### config.mk
export PLATFORM = sky130hd
export DESIGN_NAME = buf_seq_ctrl
export DESIGN_NICKNAME = d
export VERILOG_FILES = /design/src/rtl/buf_seq_pkg.sv /design/src/rtl/buf_seq_ctrl_ptr.sv /design/src/rtl/buf_seq_ctrl.sv
export SDC_FILE = /design/constraint.sdc
export NUM_CORES = 1
export LEC_CHECK = 0
export ABC_AREA = 1
export CELL_PAD_IN_SITES_DETAIL_PLACEMENT = 1
export CELL_PAD_IN_SITES_GLOBAL_PLACEMENT = 1
export CORE_ASPECT_RATIO = 2
export CORE_MARGIN = 4
export CORE_UTILIZATION = 30
export CTS_CLUSTER_DIAMETER = 50
export DETAILED_ROUTE_END_ITERATION = 10
export GPL_ROUTABILITY_DRIVEN = 1
export HOLD_SLACK_MARGIN = 0.06
export PLACE_DENSITY = 0.82
export RECOVER_POWER = 100
export SYNTH_ARGS = -nofsm -noshare
export SYNTH_HDL_FRONTEND = slang
export SYNTH_HIERARCHICAL = 1
export SYNTH_SLANG_ARGS = --single-unit
### constraint.sdc
create_clock -name clk -period 5.5 [get_ports clk]
set_input_delay 0.55 -clock clk [delete_from_list [all_inputs] [get_ports clk]]
set_output_delay 0.55 -clock clk [all_outputs]
set_load 0.005 [all_outputs]
### src/rtl/buf_seq_pkg.sv
// Shared types and constants for the shift-buffer sequencer.
package buf_seq_pkg;
   localparam int DEPTH  = 16;
   localparam int WORD_W = 32;
   localparam int WIN    = 4;
   localparam int ADDR_W = 6;
   localparam int PASS_W = 8;

   localparam int NUM_WIN     = DEPTH / WIN;
   localparam int REFILL_BASE = DEPTH - WIN;

   typedef enum logic [2:0] {
      IDLE,
      FILL,
      READ,
      SHIFT,
      REFILL,
      DONE
   } state_t;
endpackage

### src/rtl/buf_seq_ctrl_ptr.sv
// Loadable incrementing pointer with a compare against its terminal value.
module buf_seq_ptr #(
   parameter int W    = 6,
   parameter int STEP = 1,
   parameter int TERM = 15
) (
   input  logic         clk,
   input  logic         rst,
   input  logic         load,
   input  logic [W-1:0] load_val,
   input  logic         inc,
   output logic [W-1:0] ptr,
   output logic         at_term
);
   always_ff @(posedge clk) begin
      if (rst)       ptr <= '0;
      else if (load) ptr <= load_val;
      else if (inc)  ptr <= ptr + W'(STEP);
   end

   assign at_term = (ptr == W'(TERM));
endmodule

### src/rtl/buf_seq_ctrl.sv
// Fill / read / shift / refill sequencer for the 16x32 shift buffer.
// Optional stall_cycles counter is built when BUF_SEQ_STALL_CNT_EN is defined.
module buf_seq_ctrl
   import buf_seq_pkg::*;
(
   input  logic              clk,
   input  logic              rst,
   input  logic              start,
   input  logic [PASS_W-1:0] num_shifts,
   input  logic              in_valid,
   output logic              in_ready,
   input  logic [WORD_W-1:0] in_data,
   output logic              buf_we,
   output logic [ADDR_W-1:0] buf_addr,
   output logic [WORD_W-1:0] buf_data,
   output logic              buf_shift_up,
   output logic              win_valid,
   input  logic              win_ready,
   output logic              win_last,
   output logic              busy,
   output logic              done
`ifdef BUF_SEQ_STALL_CNT_EN
   ,
   output logic [31:0]       stall_cycles
`endif
);
   state_t            state, next_state;
   logic [PASS_W-1:0] num_q, pass_cnt;
   logic [ADDR_W-1:0] wr_ptr, rd_ptr;
   logic              wr_term, rd_term;
   logic              in_fill, accept, win_hs, final_pass, job_start;

   assign in_fill    = (state == FILL) || (state == REFILL);
   assign accept     = in_fill && in_valid;
   assign win_hs     = (state == READ) && win_ready;
   assign final_pass = (pass_cnt == num_q);
   assign job_start  = (state == IDLE) && start;

   // Terminal accepts/handshakes reload instead of stepping, so pointers stay below DEPTH.
   buf_seq_ptr #(.W(ADDR_W), .STEP(1), .TERM(DEPTH - 1)) u_wr_ptr (
      .clk      (clk),
      .rst      (rst),
      .load     (job_start || (state == SHIFT)),
      .load_val ((state == SHIFT) ? ADDR_W'(REFILL_BASE) : '0),
      .inc      (accept && !wr_term),
      .ptr      (wr_ptr),
      .at_term  (wr_term)
   );

   buf_seq_ptr #(.W(ADDR_W), .STEP(WIN), .TERM(REFILL_BASE)) u_rd_ptr (
      .clk      (clk),
      .rst      (rst),
      .load     ((accept && wr_term) || (win_hs && rd_term)),
      .load_val ('0),
      .inc      (win_hs && !rd_term),
      .ptr      (rd_ptr),
      .at_term  (rd_term)
   );

   always_ff @(posedge clk) begin
      if (rst) begin
         state    <= IDLE;
         num_q    <= '0;
         pass_cnt <= '0;
      end else begin
         state <= next_state;
         if (job_start) begin
            num_q    <= num_shifts;
            pass_cnt <= '0;
         end else if (state == SHIFT) begin
            pass_cnt <= pass_cnt + PASS_W'(1);
         end
      end
   end

   always_comb begin
      next_state   = state;
      in_ready     = 1'b0;
      buf_we       = 1'b0;
      buf_addr     = '0;
      buf_data     = '0;
      buf_shift_up = 1'b0;
      win_valid    = 1'b0;
      win_last     = 1'b0;
      busy         = 1'b1;
      done         = 1'b0;
      case (state)
         IDLE: begin
            busy = 1'b0;
            if (start) next_state = FILL;
         end
         FILL, REFILL: begin
            in_ready = 1'b1;
            buf_we   = in_valid;
            buf_addr = wr_ptr;
            buf_data = in_data;
            if (in_valid && wr_term) next_state = READ;
         end
         READ: begin
            win_valid = 1'b1;
            buf_addr  = rd_ptr;
            buf_data  = in_data;
            win_last  = rd_term && final_pass;
            if (win_ready && rd_term) next_state = final_pass ? DONE : SHIFT;
         end
         SHIFT: begin
            buf_shift_up = 1'b1;
            next_state   = REFILL;
         end
         DONE: begin
            busy       = 1'b0;
            done       = 1'b1;
            next_state = IDLE;
         end
         default: begin
            busy       = 1'b0;
            next_state = IDLE;
         end
      endcase
   end

`ifdef BUF_SEQ_STALL_CNT_EN
   logic stall;
   assign stall = ((state == READ) && !win_ready) || (in_fill && !in_valid);

   always_ff @(posedge clk) begin
      if (rst || job_start)                stall_cycles <= '0;
      else if (stall && (stall_cycles != '1)) stall_cycles <= stall_cycles + 32'd1;
   end
`endif
endmodule

# After elaboration in Yosys (flattened, before gate mapping)
# Index checks and enable logic that the tools add are counted.
# op_classes
add_sub_neg,3
eq_ne,11
muxes,17
reduce_logical,23
# ops
cell,n
32-bit two-way mux,1
"6-bit by 4-bit equality test with 1-bit output, second input constant",2
3-bit two-way mux,4
6-bit two-way mux,2
3-bit case mux with 4 select lines,1
6-bit case mux with 2 select lines,1
1-bit logical AND,10
"8-bit by 1-bit adder with 8-bit output, second input constant",1
8-bit equality test,1
1-bit two-way mux,7
"6-bit by 1-bit adder with 6-bit output, second input constant",1
"6-bit by 3-bit adder with 6-bit output, second input constant",1
"3-bit by 2-bit equality test with 1-bit output, second input constant",2
"3-bit equality test, second input constant",2
2-bit OR reduction,3
4-bit two-way mux,1
"2-bit != test, second input constant",2
4-bit OR reduction,1
"3-bit by 1-bit equality test with 1-bit output, second input constant",1
3-bit logical NOT,1
1-bit logical OR,3
3-bit AND reduction,1
3-bit OR reduction,1
1-bit logical NOT,2
other kinds (2),2
# totals
ff_bits,31
input_bits,45
out_inout_bits,45

# Depth between registers and ports, before layout
# depth
word_depth,6
depth_mapped,12
depth_no_buf,11

# By module
# Netlist, hierarchy kept.
# modules_own_cells
mod,n_inst,cells_per_inst,area_per_inst_um2,seq_area_each_um2
buf_seq_ctrl,1,232,1383.8,380.4
buf_seq_ptr at u_wr_ptr,1,53,375.4,120.1
buf_seq_ptr at u_rd_ptr,1,45,300.3,120.1

# Worst setup path before layout
# No wires, ideal clock.
# synth_path
path_type,flip-flop to flip-flop
from,reg u_rd_ptr.ptr[2]
to,reg u_rd_ptr.ptr[5]
arrival_ns,1.817
path_slack_ns,3.574
path_stages_with_launch,11
period_less_slack_ns,1.926
cell_sequence,dfxtp_1 ha_1 nand2_1 nor3_1 inv_1 o32ai_1 inv_1 nor2_1 nor2_1 nand2_1 inv_1
# synth_via
elab_chain_cells,4
elab_cells_between_ends,7
# synth_rtl
item,line_no,source
from (decl),buf_seq_ctrl_ptr.sv:12,"output logic [W-1:0] ptr,"
from (signal assigned),buf_seq_ctrl_ptr.sv:17,else if (load) ptr <= load_val;
from (signal assigned),buf_seq_ctrl_ptr.sv:18,else if (inc) ptr <= ptr + W'(STEP);
6-bit by 4-bit equality test with 1-bit output (*),buf_seq_ctrl_ptr.sv:21,assign at_term = (ptr == W'(TERM));
net rd_term,buf_seq_ctrl.sv:30,"logic wr_term, rd_term;"
1-bit logical AND,buf_seq_ctrl.sv:53,".load ((accept && wr_term) || (win_hs && rd_term)),"
1-bit logical OR,buf_seq_ctrl.sv:53,
2-bit OR reduction (no source line),--,
# The timed path passes the listed nets; every way through them passes the cells marked *.
# A chain may end at the register's enable or synchronous reset.

# Final worst setup path
# layout_path
from,reg state[1]
to,out buf_data[29]
# layout_via
elab_chain_cells,3
elab_cells_between_ends,5
# layout_rtl
item,line_no,source
from (decl),buf_seq_ctrl.sv:27,"state_t state, next_state;"
from (signal assigned),buf_seq_ctrl.sv:66,state <= next_state;
3-bit by 1-bit equality test with 1-bit output (tied with other cells),buf_seq_ctrl.sv:87,case (state)
3-bit OR reduction (no source line) (*),--,
32-bit two-way mux (*),buf_seq_ctrl.sv:87,
to (decl),buf_seq_ctrl.sv:15,"output logic [WORD_W-1:0] buf_data,"
# Mark *: on every way between the ends. The rest lies on a longest branch, timed or not.

==> impl_metrics.py <==
metrics = {
    "logic_synthesis": {
        "ys_top_cells_by_count": "102 x nand2_1, 56 x inv_1, 31 x dfxtp_1",
        "syn_inst": 330,
        "synth.most_common_cell": "nand2_1",
        "synth_ff_type": "dfxtp_1",
        "synth_xor_area_share_pct": 3.83,
        "yosysWarnings": 6,
        "synth_mux_area_share_pct": 0,
        "synth_top_family_by_area": "simple AND/OR/NAND/NOR gates",
        "async_reset_ff_share_pct": 0,
        "syn_area_um2": 2060,
        "synth_top_area_cell": "dfxtp_1",
        "synth-compound-area-share_pct": 14.9,
        "postSynthAreaPerCell_um2": 6.24,
        "synth_top_cell_area_share_pct": 30.1,
        "ys_ff_latch": 31,
        "ys_seq_area_share_pct": 30.1,
        "synth_edf_count": 0,
        "synth_area_leaders": "dfxtp_1 30%, nand2_1 19%, inv_1 10%",
        "yosysUniqueCellTypes": 32,
        "yosys.area_share.simple_pct": 34.8,
        "synthAdderAreaFrac_pct": 1.82,
    },
    "worst_setup_path": {
        "r2r_cells": 10,
        "crit_arrival_ns": 3.23,
        "reg2reg_from": "state[1]",
        "cp_slowest_cell": "nand2_1",
        "worst_setup_path_end_kind": "primary output",
        "worstReg2RegEnd": "u_rd_ptr/ptr[5]",
        "critPathMaxStageDelay_ns": 0.76,
        "rrSetupSlack_ns": 2.96,
        "path_max_fanout": 32,
        "worstSetupPathType": "register to primary output",
        "worst_path_most_repeated_cell": "nand2_1",
        "path_cells": "nand2_1 > nor2_1 > clkinv_1 > nand2_1 > nand2_1 > inv_2 > dlygate4sd3_1",
        "worstPathRequired_ns": 4.95,
        "startpoint_type": "register",
    },
    "timing": {
        "finalMaxSlewViolations": 0,
        "fin_setup_tns_ns": 0,
        "tightest_slew_ns": 0.947,
        "timing.final.crit_share_pct": 68.8,
        "setup_viol": 0,
        "fin_crit_ns": 3.78,
        "rsz0062_at_grt": "false",
        "finClkSkew_ns": 0.00127,
        "hold_viol": 0,
        "max_freq_mhz": 264,
        "whs_ns": 0.480,
        "slew_headroom_pct": 36.7,
    },
    "worst_hold_path": {
        "min_delay_path_depth": 2,
        "min_from": "num_q[5]",
        "min_to": "num_q[5]",
        "holdCritPathClass": "register to register",
    },
    "global_routing": {
        "gr-total-overflow": 0,
        "track_usage_pct": 17.7,
        "grt_max_degree": 33,
        "grt_pass1_vias": 2553,
        "grt_antenna_before_repair": 0,
        "grt_pass1_wl_mm": 11.4,
    },
    "clock_network": {
        "root_buffer": "clkbuf_16",
        "post_cts_buffers": 0,
        "clock_latency_ns": 0.28,
        "cts_tree": "done",
        "cts_buffers": 5,
        "cts_hold_buf": 0,
        "cts_buffer_depth": 2,
        "cts.clk_slew.worst_paths_ns": 0.05,
        "cts_resized": 0,
        "ctsHtreeMaxLevel": 2,
        "cts_sinks": 31,
    },
    "routing": {
        "drc_errors": 0,
        "vias_per_cell": 4.66,
        "vias": 2418,
        "firstDrtPassIters": 4,
        "drtIter0Drc": 37,
        "wire_per_inst_um": 13.8,
        "wl_mm": 7.16,
        "postRouteAntennaNets": 0,
    },
    "floorplan": {
        "core-area_um2": 6670,
        "io_pins": 90,
        "initial_core_util_pct": 30.9,
        "dieWidth_um": 66.6,
        "num_rows": 42,
        "dieArea_um2": 8330,
        "die_h_um": 125,
    },
    "layout": {
        "drive_gt1_share_pct": 5.80,
        "layout.cells.non_filler": 519,
        "seq_area_um2": 621,
        "syn_to_final_growth_pct": 54.6,
        "final_nets": 478,
        "multi_input_area_um2": 1140,
        "diodes": 0,
        "fillCellCount": 903,
    },
    "placement": {
        "gp_congestion": 0.806,
        "dpl.hpwl_mm": 5.87,
        "place.port_buffers": 89,
        "dp.cells": 511,
    },
    "outcome": {
        "status": "finished, final reports clean",
    },
    "power": {
        "p_per_area_nw_per_um2": 361,
        "leakage_nw": 1.64,
        "ir_drop_v": 0.000211,
    },
    "job": {
        "cap_violations": 0,
    },
}
registers in the layout, summed over array words and instances, names as in the netlist:
signal and count:
pass_cnt 8, state 3, num_q 8, u_rd_ptr/ptr 6, u_wr_ptr/ptr 6
cells by family after synthesis:
group                    after synthesis
AND/OR/NAND/NOR                      161
buffers and inverters                 74
AO/OA/AOI/OAI                         51
flip-flops                            31
XOR/XNOR                               9
adder cells (fa/ha/maj)                3
other                                  1
per-stage QoR:
step / setup WS, ns / power (mW) / cell area (um2) / utilization (%)
CTS: 2.41 / 1.23 / 3220 / 48.3
global placement: 2.80 / 0.908 / 3070 / 46.0
finish: 1.72 / 1.15 / 3180 / 47.7
detailed placement: 2.71 / 0.931 / 3070 / 46.0
floorplan: 3.57 / 0.625 / 2090 / -
global route: 1.37 / 1.24 / 3180 / 47.7
worst max-delay path by stage:
stage	to	slack [ns]	cells past startpoint	start
finish	buf_data[29]	1.72	7	state[1]
CTS	buf_data[17]	2.41	7	state[1]
global route	buf_data[1]	1.37	7	state[1]
floorplan	u_rd_ptr/ptr[5]	3.57	10	u_rd_ptr/ptr[2]
global placement	buf_data[17]	2.80	7	state[1]
detailed placement	buf_data[17]	2.71	7	state[1]
cell usage in the layout (no fill, tap or decap), types with 2 or more instances in the layout:
master	Yosys	routed
nand2_1	102	104
xor2_1	3	3
conb_1	1	10
nand2_2	4	2
clkbuf_8	0	2
xnor2_1	6	6
clkbuf_16	0	5
nor2_1	25	29
a22o_1	6	6
o21ai_1	8	4
inv_2	10	6
nand3_1	14	14
ha_1	3	3
clkbuf_1	0	2
o21ai_0	6	10
nand3_2	2	2
a21oi_1	22	22
clkdlybuf4s50_1	0	51
inv_1	56	57
clkinv_1	0	3
nor3_1	6	6
a22oi_1	5	5
dlygate4sd3_1	0	38
dfxtp_1	31	31
nand2_4	2	2
worst max-delay path, delay by kind of cell (launching register included):
| kind | cells | cell delay (ns) |
|---|---|---|
| flip-flops | 1 | 0.39 |
| buffers and inverters | 3 | 0.89 |
| AND/OR/NAND/NOR | 4 | 1.65 |
routing by layer:
layer | global-route usage, % | vias to the layer above | routed length [um]
met5 | 0 | - | 0
met4 | 6.47 | 0 | 136
met3 | 4.22 | 7 | 553
met2 | 36.8 | 87 | 4220
met1 | 14.5 | 1127 | 2250
li1 | - | 1197 | -
final cells by class:
cell class / count / area share [%]
Multi-Input combinational cell: 234 / 35.9
Timing Repair Buffer: 91 / 28.3
Sequential cell: 31 / 19.5
Inverter: 67 / 7.94
Clock buffer: 8 / 4.91
Tap cell: 88 / 3.46
report_power, final:
part	switching (mW)	leakage (nW)	total, mW	internal, mW
Sequential	0.0309	0.252	0.285	0.254
Clock	0.0994	0.0772	0.292	0.193
Combinational	0.305	1.31	0.571	0.266
No activity file was read; power rests on OpenSTA's default activity.
